### config.mk
export PLATFORM = sky130hd
export DESIGN_NAME = tx_byte_striping
export DESIGN_NICKNAME = d
export VERILOG_FILES = /design/src/rtl/tx_byte_striping.sv
export SDC_FILE = /design/constraint.sdc
export NUM_CORES = 1
export LEC_CHECK = 0
export ABC_CLOCK_PERIOD_IN_PS = 4800
export CORE_AREA = 5 5 218 220
export CTS_CLUSTER_SIZE = 12
export DETAILED_ROUTE_END_ITERATION = 6
export DIE_AREA = 0 0 223 225
export HOLD_SLACK_MARGIN = 0.02
export SYNTH_ARGS = -nofsm -noshare
export SYNTH_HDL_FRONTEND = slang
export SYNTH_SLANG_ARGS = --single-unit
### constraint.sdc
create_clock -name CLK -period 4.8 [get_ports CLK]
set_clock_uncertainty 0.15 [all_clocks]
set_input_delay 1.44 -clock CLK [delete_from_list [all_inputs] [get_ports CLK]]
set_output_delay 1.44 -clock CLK [all_outputs]
set_load 0.02 [all_outputs]
### src/rtl/tx_byte_striping.sv
// Byte striping stage after TX framing: symbol k of the framed word goes to lane k, inactive
// lanes are zeroed, and a 16-symbol 128b/130b block counter drives sync headers for Gen3+ rates.
module tx_byte_striping #(
  parameter int unsigned SYMBOL_WIDTH     = 8,
  parameter int unsigned SYMBOL_NUM_WIDTH = 4,
  parameter int unsigned SYMBOL_PTR_WIDTH = 5,
  parameter int unsigned MAX_LANES        = 2**SYMBOL_PTR_WIDTH,
  parameter int unsigned BLOCK_SYMBOLS    = 16
) (
  input  logic                              CLK,
  input  logic                              RST,
  input  logic                              i_EN,
  input  logic [1:0]                        i_GEN_Lanes,
  input  logic [SYMBOL_WIDTH*MAX_LANES-1:0] i_Framed_Data,
  input  logic                              i_Sync_Sel,
  input  logic                              i_Idle_Indicator,
  output logic [SYMBOL_NUM_WIDTH-1:0]       o_Symbol_Num,
  output logic [SYMBOL_WIDTH*MAX_LANES-1:0] o_Lane_Data,
  output logic [MAX_LANES-1:0]              o_Lane_Valid,
  output logic [1:0]                        o_Sync_Hdr,
  output logic                              o_Sync_Valid,
  output logic                              o_Idle,
  output logic                              o_Block_Abort
);

  typedef enum logic {
    ST_HALT = 1'b0,
    ST_RUN  = 1'b1
  } state_e;

  localparam logic [1:0] HDR_OS   = 2'b01;
  localparam logic [1:0] HDR_DATA = 2'b10;

  state_e                            state_q, state_d;
  logic [SYMBOL_NUM_WIDTH-1:0]       cnt_q, cnt_d;
  logic [1:0]                        mode_q, mode_d;
  logic [SYMBOL_WIDTH*MAX_LANES-1:0] data_q, data_d;
  logic [MAX_LANES-1:0]              valid_q, valid_d;
  logic [1:0]                        hdr_q, hdr_d;
  logic                              sync_vld_q, sync_vld_d;
  logic                              idle_q, idle_d;
  logic                              abort_q, abort_d;

  logic                              gen3;
  logic                              mode_chg;
  logic                              cnt_busy;
  logic [MAX_LANES-1:0]              lane_mask;

  // Mask and rate follow the incoming mode so a mode-change cycle already uses the new lanes.
  assign gen3      = i_GEN_Lanes[0];
  assign mode_chg  = (i_GEN_Lanes != mode_q);
  assign cnt_busy  = (cnt_q != '0);
  assign lane_mask = i_GEN_Lanes[1] ? '1 : MAX_LANES'(1);

  always_comb begin
    state_d    = (gen3 && i_EN) ? ST_RUN : ST_HALT;
    cnt_d      = cnt_q;
    mode_d     = i_GEN_Lanes;
    hdr_d      = hdr_q;
    sync_vld_d = 1'b0;
    abort_d    = 1'b0;
    idle_d     = i_Idle_Indicator;
    valid_d    = lane_mask;
    data_d     = '0;

    if (mode_chg) begin
      cnt_d   = '0;
      abort_d = cnt_busy;
    end else if (gen3) begin
      if (i_EN) begin
        if (cnt_q == SYMBOL_NUM_WIDTH'(BLOCK_SYMBOLS - 1)) begin
          cnt_d = '0;
        end else begin
          cnt_d = cnt_q + SYMBOL_NUM_WIDTH'(1);
        end
        if (!cnt_busy) begin
          hdr_d      = i_Sync_Sel ? HDR_OS : HDR_DATA;
          sync_vld_d = 1'b1;
        end
      end else begin
        cnt_d   = '0;
        abort_d = (state_q == ST_RUN) && cnt_busy;
      end
    end else begin
      cnt_d = '0;
    end

    if (!gen3) begin
      hdr_d = '0;
    end

    if (gen3 && !i_EN) begin
      valid_d = '0;
    end

    for (int unsigned k = 0; k < MAX_LANES; k++) begin
      if (valid_d[k]) begin
        data_d[k*SYMBOL_WIDTH +: SYMBOL_WIDTH] = i_Framed_Data[k*SYMBOL_WIDTH +: SYMBOL_WIDTH];
      end
    end
  end

  always_ff @(posedge CLK) begin
    if (RST) begin
      state_q    <= ST_HALT;
      cnt_q      <= '0;
      mode_q     <= '0;
      data_q     <= '0;
      valid_q    <= '0;
      hdr_q      <= '0;
      sync_vld_q <= 1'b0;
      idle_q     <= 1'b0;
      abort_q    <= 1'b0;
    end else begin
      state_q    <= state_d;
      cnt_q      <= cnt_d;
      mode_q     <= mode_d;
      data_q     <= data_d;
      valid_q    <= valid_d;
      hdr_q      <= hdr_d;
      sync_vld_q <= sync_vld_d;
      idle_q     <= idle_d;
      abort_q    <= abort_d;
    end
  end

  assign o_Symbol_Num  = cnt_q;
  assign o_Lane_Data   = data_q;
  assign o_Lane_Valid  = valid_q;
  assign o_Sync_Hdr    = hdr_q;
  assign o_Sync_Valid  = sync_vld_q;
  assign o_Idle        = idle_q;
  assign o_Block_Abort = abort_q;

endmodule
* Word level (Yosys, flattened, before mapping)
Index checks and enable logic that the tools add are counted.
Cells by class: $add $sub $neg 1, eq/ne operators 2, mux-type cells 8, bitwise operators 36, reductions and logical operators 41
Operator list (number):
- $reduce_or A2 Y1 | 33
- $mux W32 | 2
- $not A1 Y1 | 36
- $mux W1 | 5
- $reduce_or A5 Y1 | 1
- $add A4 B1 Y4 const B | 1
- $eq A4 B4 Y1 const B | 1
- $reduce_bool A4 Y1 | 1
- $reduce_or A4 Y1 | 1
- $logic_and A1 B1 Y1 | 3
- $reduce_and A3 Y1 | 1
- $mux W2 | 1
- $ne A2 B2 Y1 | 1
- $logic_not A1 Y1 | 1
Word-level totals: flip-flop bits (word level) 300, output and inout port bits 297, logic and storage cells 128

* Logic depth before layout (Yosys ltp)
Gate-level depths: netlist of run 1.
depth after elaboration 5, gate-level depth with buffers 6

* Worst setup path after synthesis of run 1
Ideal clock, no wire load.
kind register to output, from register o_Lane_Valid[30] (netlist name), to output o_Lane_Valid[10], arrival time 1155 ps, data required time 3210 ps, slack 2055 ps, cell stages (with the launch flop) 2, path buffers 1, cell sequence dfxtp_1 buf_4
RTL lines:
- to (decl) | RTL line 19 | output logic [MAX_LANES-1:0] o_Lane_Valid,

==> results of run 1 <==
[metrics by stage]
| stage | cells | total power [W] | utilization, % | setup slack (ps) |
|---|---|---|---|---|
| after floorplan | 624 | 0.002623 | - | 2055 |
| after global placement | 1727 | 0.003030 | 30.30 | 1512 |
| after detailed placement | 1727 | 0.003036 | 30.30 | 1452 |
| after CTS | 1781 | 0.005421 | 32.51 | 952.1 |
| after global routing | 1781 | 0.005532 | 32.51 | 850.0 |
| final | 1781 | 0.005303 | 32.51 | 1043 |
[worst register-to-register path, stage by stage (launching register included)]
cell      delay [ps]
dfxtp_1          400
inv_1             70
ha_1             220
and4bb_2         260
a31o_2           240
a21oi_1          120
[cells by family after synthesis]
group	after synthesis	synth area share, %
and+or+nand+nor	276	22.55
AOI/OAI and AO/OA	8	0.6539
buffers and inverters	63	5.265
xor gates and xnor gates	5	0.5724
DFF	270	70.63
adders and majority gates	2	0.3270
[synth_stat cells]
master	count	area share (%)
nor2b_1	2	0.16
nor3_1	1	0.065
clkbuf_2	21	1.4
buf_6	3	0.44
nand3_1	1	0.065
xor2_1	2	0.23
and4bb_2	1	0.16
and2_1	257	21
inv_1	5	0.25
xnor2_1	3	0.34
dfxtp_1	270	71
nor2b_2	1	0.11
a31oi_1	1	0.082
a211oi_1	2	0.20
nor3b_1	2	0.20
a21oi_1	3	0.20
a31o_2	1	0.11
o21ai_0	1	0.065
nand2_1	1	0.049
nand2b_1	1	0.082
nand4_1	3	0.25
or4_1	1	0.098
and2b_1	1	0.098
ha_1	2	0.33
clkbuf_1	2	0.098
nor2_1	4	0.20
buf_4	31	3.0
buf_2	1	0.065
[state kept, by name, summed over array words and instances, names as in the netlist]
| name | flops |
|---|---|
| o_Lane_Data | 256 |
| o_Symbol_Num | 4 |
| mode_q | 2 |
| o_Lane_Valid | 2 |
| o_Sync_Hdr | 2 |
| o_Block_Abort | 1 |
| o_Idle | 1 |
| o_Sync_Valid | 1 |
| state_q | 1 |
[worst max-delay path by stage]
stage / startpoint / end / cells after the start
floorplan: o_Lane_Valid[30] / o_Lane_Valid[10] / 1
global placement: i_EN / o_Lane_Data[254] / 5
detailed placement: i_EN / o_Lane_Data[216] / 5
CTS: o_Lane_Valid[30] / o_Lane_Valid[25] / 1
global route: o_Lane_Valid[30] / o_Lane_Valid[21] / 1
finish: o_Lane_Valid[30] / o_Lane_Valid[25] / 1
[where the power goes]
part	internal (W)	switching [W]	leakage [nW]
combinational	0.000382	0.000243	2.90
clock	0.00141	0.000921	0.486
sequential	0.00233	0.0000263	2.21
[layout make-up]
cell class                      instances  share of cell area [%]
Multi-Input combinational cell        291                   12.63
Inverter                                5                  0.1280
Timing Repair Buffer                  561                   38.44
Clock buffer                           45                   5.923
Tap cell                              600                   5.121
Sequential cell                       270                   36.87
Clock inverter                          9                  0.8876
[per-layer routing]
| metal | wire length (um) | GRT usage, % |
|---|---|---|
| met5 | 94 | 0 |
| met4 | 760 | 3.261 |
| met3 | 3288 | 5.171 |
| met2 | 13360 | 17.62 |
| met1 | 10100 | 10.54 |
==> metrics.md, run 1 <==
| Metric | Value |
|---|---|
| Post-route ant nets | `0` |
| Fin crit period | `3757 ps` |
| Slew of the pin with the lowest slew margin | `809.6 ps` |
| Multi-input combinational cell area | `1852 um2` |
| TritonRoute pass-1 iters | `3` |
| DR DRC count | `0` |
| Setup TNS | `0 ps` |
| CP arrival | `2170 ps` |
| Cts hold-fix bufs | `0` |
| Seq/Total Area, Yosys | `70.63%` |
| Setup-failing EPs final | `0` |
| Most frequent cells in the layout | `clkdlybuf4s50_1 (559), dfxtp_1 (270), and2_1 (257)` |
| Pwr dens | `361.7 nW/um2` |
| Max-cap violations | `0` |
| Worst Hold End | `o_Symbol_Num[0]` |
| Post-synth net total | `889` |
| R2r startpoint | `o_Symbol_Num[0]` |
| Fin nets | `1,425` |
| Syn Std Cell Area | `7652 um2` |
| Mapped Cells | `624` |
| Die width | `223 um` |
| Starting DRT DRC Count | `184` |
| Initial Util | `16.97%` |
| Worst-case vdd ir drop | `0.2284 mV` |
| Max-slew violations | `0` |
| HPWL Detailed | `21,630 um` |
| Fmax | `266.2 MHz` |
| Final Hold Viols | `0` |
| Worst Hold Class | `reg2reg` |
| Crit Path Class | `reg2out` |
| Average size of a mapped cell | `12.26 um2` |
| FF-to-FF End | `o_Sync_Hdr[0]` |
| Post-DR wirelength/cell | `15.50 um` |
| Largest net degree at the start of global routing | `144` |
| Final hold slack | `369.4 ps` |
| Mean number of vias per cell | `3.439` |
| Gr usage total | `10.07%` |
| Startpoint types | `flip-flop` |
| Crit-path slowest cell | `dfxtp_1` |
| Routability cong. | `0.8192` |
| Reg area | `5405 um2` |
| Dpl cell area | `13,660 um2` |
| Layout cells sized above 1 | `4.234%` |
| Initial antenna violation count | `7` |
| Final Cycle Share | `78.27%` |
| Number of global-route vias before repair | `6,383` |
| Cell breakdown of the critical path | `clkdlybuf4s50_1` |
| Unrepaired setup endpoints after global routing | `false` |
| Area delta synth->final | `91.58%` |
| Ys Warns | `0` |
| Worst relative slew slack | `45.95%` |
| Cells on Worst Hold Path | `1` |
| Cell Rows | `78` |
| DIE HEIGHT | `225 um` |
| # port buffers | `559` |
| Leading cell type in the layout, fill and taps excluded | `clkdlybuf4s50_1` |
| Worst stage delay on the critical path | `840 ps` |
| Vias | `6,125` |
| Worst R2R Path Depth | `5` |
| Hold_sp | `o_Symbol_Num[0]` |
| TritonCTS clock tree | `yes` |
| FF+latch count, synth | `270` |
| Clock sinks | `270` |
| Core area | `45,090 um2` |
| Fill count | `4,566` |
| Top-level port count | `560` |
| CTS root buf | `clkbuf_16` |
| Post-CTS setup buffers | `0` |
| TritonCTS Buffers | `31` |
| Bufs on Longest Clock Path | `3` |
| CP endpoint kind | `output port` |
| Final Cell Area | `14,660 um2` |
| LEAKAGE | `5.595 nW` |
| # diodes | `0` |
| CP top delay family | `flip-flops` |
| Clk pin slew, worst setup/hold paths | `60 ps` |
| Gr ovfl total | `0` |
| Final WL | `27,600 um` |
| Status | `complete, no violations` |
| Cts repair resizes | `0` |
| Global-route wire length before repair | `39,340 um` |
| Die area | `50,180 um2` |
| Clk Latency, worst-skew pair | `560 ps` |
| Max FO, Critical Path | `31` |
| H-tree Lvls | `1` |
| WP buf/inv | `1` |
| Library cells used by synthesis | `28` |
| Flop-to-flop setup slack | `3270 ps` |
| Required @ worst endpoint | `3210 ps` |
Note: power is estimated with default switching activity, not from simulation.
==> inputs of run 2 (changes only) <==
- ABC_CLOCK_PERIOD_IN_PS: 4800 -> 3900
- CORE_AREA: 5 5 218 220 -> 5 5 214 216
- DIE_AREA: 0 0 223 225 -> 0 0 219 221
- clock period: 4.8 -> 3.9 ns (I/O delays scaled with it)
==> run 2 against run 1 <==
Effect of this change:
- combinational power up 23%
- flip-flop and latch count unchanged
- critical path depth unchanged
- register-to-register slack worse by 920 ps
- clock-buffer cell count down 3
- final cell count down 0.45%
- setup slack worse by 710 ps
- highest routed layer unchanged
- largest cell class unchanged
- core utilization up 1.1 points
- global-route usage up 0.21 points
- die area down 3.5%
- hold slack better by 13 ps
==> metrics.md, run 2 (synthesized netlist as in run 1, its figures left out) <==
| Metric | Value |
|---|---|
| Setup-failing EPs final | `0` |
| Pre-CTS WS | `879.2 ps` |
| Cell breakdown of the critical path | `clkdlybuf4s50_1` |
| TritonCTS clock tree | `yes` |
| Final WL | `26,850 um` |
| Vias | `6,045` |
| Initial antenna violation count | `5` |
| Cts hold-fix bufs | `0` |
| Final Hold Viols | `0` |
| Worst Hold Class | `reg2reg` |
| Post-route ant nets | `0` |
| TritonRoute pass-1 iters | `4` |
| Fin crit period | `3563 ps` |
| CP endpoint kind | `output port` |
| Net Sw Power | `0.001444 W` |
| Initial Util | `17.50%` |
| Layout cells sized above 1 | `4.488%` |
| Clock sinks | `270` |
| Max-cap violations | `0` |
| Gr ovfl total | `0` |
| CTS root buf | `clkbuf_16` |
| Final worst slack | `336.8 ps` |
| Crit-path slowest cell | `dfxtp_1` |
| Worst stage delay on the critical path | `910 ps` |
| WP buf/inv | `1` |
| Comb power frac | `11.6%` |
| TritonCTS Buffers | `31` |
| DIE HEIGHT | `221 um` |
| Top-level port count | `560` |
| CP arrival | `2240 ps` |
| Unrepaired setup endpoints after global routing | `false` |
| Cts repair resizes | `0` |
| Final Core Density | `33.60%` |
| Most frequent cells in the layout | `clkdlybuf4s50_1 (559), dfxtp_1 (270), and2_1 (257)` |
| Sw Share | `21.78%` |
| Fmax | `280.6 MHz` |
| Slew of the pin with the lowest slew margin | `908.3 ps` |
| Final Cycle Share | `91.36%` |
| Max-slew violations | `0` |
| Core area | `43,740 um2` |
| Clk pin slew, worst setup/hold paths | `60 ps` |
| Die width | `219 um` |
| Required @ worst endpoint | `2580 ps` |
| Worst relative slew slack | `39.36%` |
| Clock power share | `44.7%` |
| Worst-case vdd ir drop | `0.2828 mV` |
| Post-CTS setup buffers | `0` |
| Fill count | `4,474` |
| # diodes | `0` |
| Sequential share of power | `43.7%` |
| Final hold slack | `382.8 ps` |
| Max reg flops | `256` |
| Internal power | `0.005184 W` |
| CP top delay family | `flip-flops` |
| Global-route wire length before repair | `38,860 um` |
| Largest net degree at the start of global routing | `140` |
| DR DRC count | `0` |
| Leading cell type in the layout, fill and taps excluded | `clkdlybuf4s50_1` |
| Bufs on Longest Clock Path | `3` |
| Clk Latency, worst-skew pair | `550 ps` |
| Routability cong. | `0.7641` |
| LEAKAGE | `5.626 nW` |
| Setup TNS | `0 ps` |
| Cell Rows | `77` |
| Number of global-route vias before repair | `6,451` |
| Crit Path Class | `reg2out` |
| Fin nets | `1,425` |
| HPWL Detailed | `20,890 um` |
| Area delta synth->final | `92.07%` |
| # port buffers | `559` |
| Startpoint types | `flip-flop` |
| Status | `complete, no violations` |
| Mean number of vias per cell | `3.409` |
| H-tree Lvls | `1` |
| Post-DR wirelength/cell | `15.14 um` |
| Die area | `48,400 um2` |
| Starting DRT DRC Count | `147` |
| Pwr dens | `451.0 nW/um2` |
| Gr usage total | `10.28%` |
| Max FO, Critical Path | `31` |
[run 2: cell count changes in the layout (fill, tap and decap cells not counted), sizes merged]
cell      delta
bufinv       +2
clkbuf       -3
clkinv       +3
clkinvlp     -1
inv          -1
[run 2: through the flow]
| step | power [W] | area, um2 | std cells |
|---|---|---|---|
| CTS | 0.006765 | 14700 | 1773 |
| floorplan | 0.003228 | 7652 | 624 |
| finish | 0.006628 | 14700 | 1773 |
| global placement | 0.003728 | 13650 | 1719 |
| global route | 0.006931 | 14700 | 1773 |
| detailed placement | 0.003734 | 13650 | 1719 |
[run 2: final timing paths]
| kind | start | to | slack, ps | cells past startpoint |
|---|---|---|---|---|
| worst max-delay path | o_Lane_Valid[30] | o_Lane_Valid[24] | 340 | 1 |
| worst min-delay path | o_Symbol_Num[0] | o_Symbol_Num[0] | 380 | 1 |
| worst max register to register | o_Symbol_Num[0] | o_Sync_Hdr[0] | 2350 | 5 |
| worst min register to register | o_Symbol_Num[0] | o_Symbol_Num[0] | 380 | 1 |
[run 2: layer usage]
layer / wire length (um) / global-route usage, %
met3: 3532 / 5.344
met4: 823 / 3.809
met2: 12780 / 17.89
met1: 9646 / 10.48
met5: 62 / 0
[run 2: cell type report]
class	count	area, um2	share of cell area [%]
repair buffers	561	5635	38.34
clock buffers	42	857.1	5.831
multi-input cells	291	1852	12.60
well taps	592	740.7	5.040
clock inverters	12	188.9	1.285
flip-flops and latches	270	5405	36.78
inverters	5	18.77	0.1277
[run 2: worst reg2reg max path: stages, from the launching register on]
cell	delay (ps)
dfxtp_1	410
inv_1	80
ha_1	230
and4bb_2	250
a31o_2	240
a21oi_1	120
[run 2: power by group through the flow]
stage                     combinational, W  clock, W  sequential [W]
after floorplan                   0.000146         0         0.00308
after global placement            0.000773         0         0.00295
after detailed placement          0.000777         0         0.00296
after CTS                         0.000781   0.00309         0.00290
after global routing              0.000812   0.00321         0.00291
final                             0.000767   0.00297         0.00290
==> inputs of run 3 (changes only) <==
- CORE_AREA: 5 5 214 216 -> 2 2 217 219
- GPL_ROUTABILITY_DRIVEN: not set -> 1
- RECOVER_POWER: not set -> 100
==> run 3 against run 2 <==
Effect of this change:
- fmax is 10% higher
- non-clock buffer count is 1 higher
- final cell count is 1.1% higher
- die area stayed put
- combinational power is 5.6% lower
- setup slack better by 340 ps
- critical endpoint is now o_Lane_Data[175]
- highest routed layer unchanged
==> metrics.md, run 3 (synthesized netlist as in run 1, its figures left out) <==
| Metric | Value |
|---|---|
| TritonCTS clock tree | `yes` |
| Mean number of vias per cell | `3.362` |
| Worst relative slew slack | `17.02%` |
| Non-Filler Instances | `1,792` |
| Leading cell type in the layout, fill and taps excluded | `dlygate4sd3_1` |
| Worst-case vdd ir drop | `0.2927 mV` |
| Layout cells sized above 1 | `4.810%` |
| Cts repair resizes | `0` |
| Worst Hold Class | `reg2reg` |
| Cell breakdown of the critical path | `dlygate4sd3_1, nor2b_1, nor2b_1, clkbuf_4, and2_0` |
| Hold_sp | `o_Symbol_Num[0]` |
| HPWL Detailed | `19,230 um` |
| Largest net degree at the start of global routing | `151` |
| Pre-CTS WS | `875.1 ps` |
| Setup-failing EPs final | `0` |
| Max reg flops | `256` |
| Top-level port count | `560` |
| Area delta synth->final | `92.00%` |
| Worst R2R Path Depth | `5` |
| DIE HEIGHT | `221 um` |
| Final Core Density | `31.90%` |
| TritonCTS Buffers | `31` |
| Final Cycle Share | `82.74%` |
| # port buffers | `559` |
| Max-cap violations | `0` |
| Cell depth of the worst setup path | `5` |
| Clock sinks | `270` |
| H-tree Lvls | `1` |
| # diodes | `0` |
| DR DRC count | `0` |
| Slew of the pin with the lowest slew margin | `1245 ps` |
| Final WL | `24,950 um` |
| Fmax | `309.9 MHz` |
| Global-route wire length before repair | `35,610 um` |
| Most frequent cells in the layout | `dlygate4sd3_1 (300), dfxtp_1 (270), clkdlybuf4s50_1 (259)` |
| Core area | `46,060 um2` |
| Startpoint types | `input pin` |
| CTS root buf | `clkbuf_16` |
| Clk Latency, worst-skew pair | `560 ps` |
| Cells on Worst Hold Path | `1` |
| Fin nets | `1,426` |
| Post-DR wirelength/cell | `13.92 um` |
| Status | `complete, no violations` |
| Die area | `48,400 um2` |
| LEAKAGE | `6.428 nW` |
| Routability cong. | `0.7846` |
| Fin crit period | `3227 ps` |
| TritonRoute pass-1 iters | `4` |
| Vias | `6,024` |
| Die width | `219 um` |
| Starting DRT DRC Count | `112` |
| Placed cell count | `1,735` |
| Post-route ant nets | `0` |
| Pwr dens | `441.6 nW/um2` |
| Fill count | `4,718` |
| CP arrival | `3560 ps` |
| Number of global-route vias before repair | `5,976` |
| WP buf/inv | `2` |
| Crit-path most repeated cell | `nor2b_1` |
| Post-CTS setup buffers | `0` |
| Gr usage total | `9.640%` |
| Flop-to-flop setup slack | `2350 ps` |
| Max FO, Critical Path | `150` |
| Initial Util | `16.61%` |
| Unrepaired setup endpoints after global routing | `false` |
| Setup TNS | `0 ps` |
| CP endpoint kind | `flip-flop` |
| R2r startpoint | `o_Symbol_Num[0]` |
| FF-to-FF End | `o_Sync_Hdr[0]` |
| Cts hold-fix bufs | `0` |
| Gr ovfl total | `0` |
| Crit Path Class | `in2reg` |
| Max-slew violations | `0` |
| Bufs on Longest Clock Path | `3` |
| Crit-path slowest cell | `clkbuf_4` |
| CP top delay family | `buffers and inverters` |
| Required @ worst endpoint | `4240 ps` |
| Worst stage delay on the critical path | `970 ps` |
| Final worst slack | `673.2 ps` |
| Cell Rows | `79` |
| Initial antenna violation count | `2` |
| Worst Hold End | `o_Symbol_Num[0]` |
| Clk pin slew, worst setup/hold paths | `60 ps` |
| Final Hold Viols | `0` |
[run 3: cell count changes in the layout (fill, tap and decap cells not counted), moves of 4 or more]
cell / before / now
and2_1: 257 / 204
bufinv_16: 5 / 1
clkbuf_8: 4 / 11
clkdlybuf4s50_1: 559 / 259
and2_0: 0 / 53
dlygate4sd3_1: 0 / 300
[run 3: final cells by class]
type                       instances  area [um2]  area share, %
clock inverter                    10       91.34         0.6216
multi-input combinational        291        1842          12.54
inverter                           5       18.77         0.1277
clock buffer                      47       945.9          6.438
sequential                       270        5405          36.79
tap                              607       759.5          5.169
timing repair buffer             562        5630          38.32
[run 3: worst register-to-register path, delay by kind of cell (launching register included)]
family,cells,cell delay [ps]
compound gates,2,360
simple gates,1,260
fa+ha+maj,1,230
flops,1,400
buf+inv,1,80
[run 3: metal layers]
layer	vias up	routed length [um]	track usage, %	share of wire, %
met5	-	26	0	0.10
met3	46	3284	4.591	13
met4	4	712	3.727	2.9
met2	353	11940	16.94	48
li1	2943	-	-	-
met1	2678	8991	9.803	36
[run 3: stage by stage]
| stage | hold WS (ps) | total power [W] | cell area (um2) |
|---|---|---|---|
| 4_1_cts | 377.9 | 0.006674 | 14720 |
| 5_1_grt | 408.9 | 0.006772 | 14690 |
| 3_3_place_gp | 350.2 | 0.003728 | 13680 |
| 2_1_floorplan | 400.3 | 0.003228 | 7652 |
| 6_report | 367.6 | 0.006488 | 14690 |
| 3_5_place_dp | 365.3 | 0.003733 | 13680 |
[run 3: worst max-delay path by stage]
stage | startpoint | to | slack [ps]
CTS | o_Lane_Valid[30] | o_Lane_Valid[23] | 700
detailed placement | i_EN | o_Lane_Data[122] | 880
global placement | i_EN | o_Lane_Data[109] | 910
floorplan | o_Lane_Valid[30] | o_Lane_Valid[10] | 1430
global route | i_GEN_Lanes[1] | o_Lane_Data[22] | 430
finish | i_GEN_Lanes[1] | o_Lane_Data[175] | 670
[run 3: power by group]
| part | total, W | internal [W] | switching [W] |
|---|---|---|---|
| registers | 0.00289 | 0.00286 | 0.0000241 |
| clock network | 0.00288 | 0.00173 | 0.00115 |
| logic | 0.000724 | 0.000425 | 0.000300 |
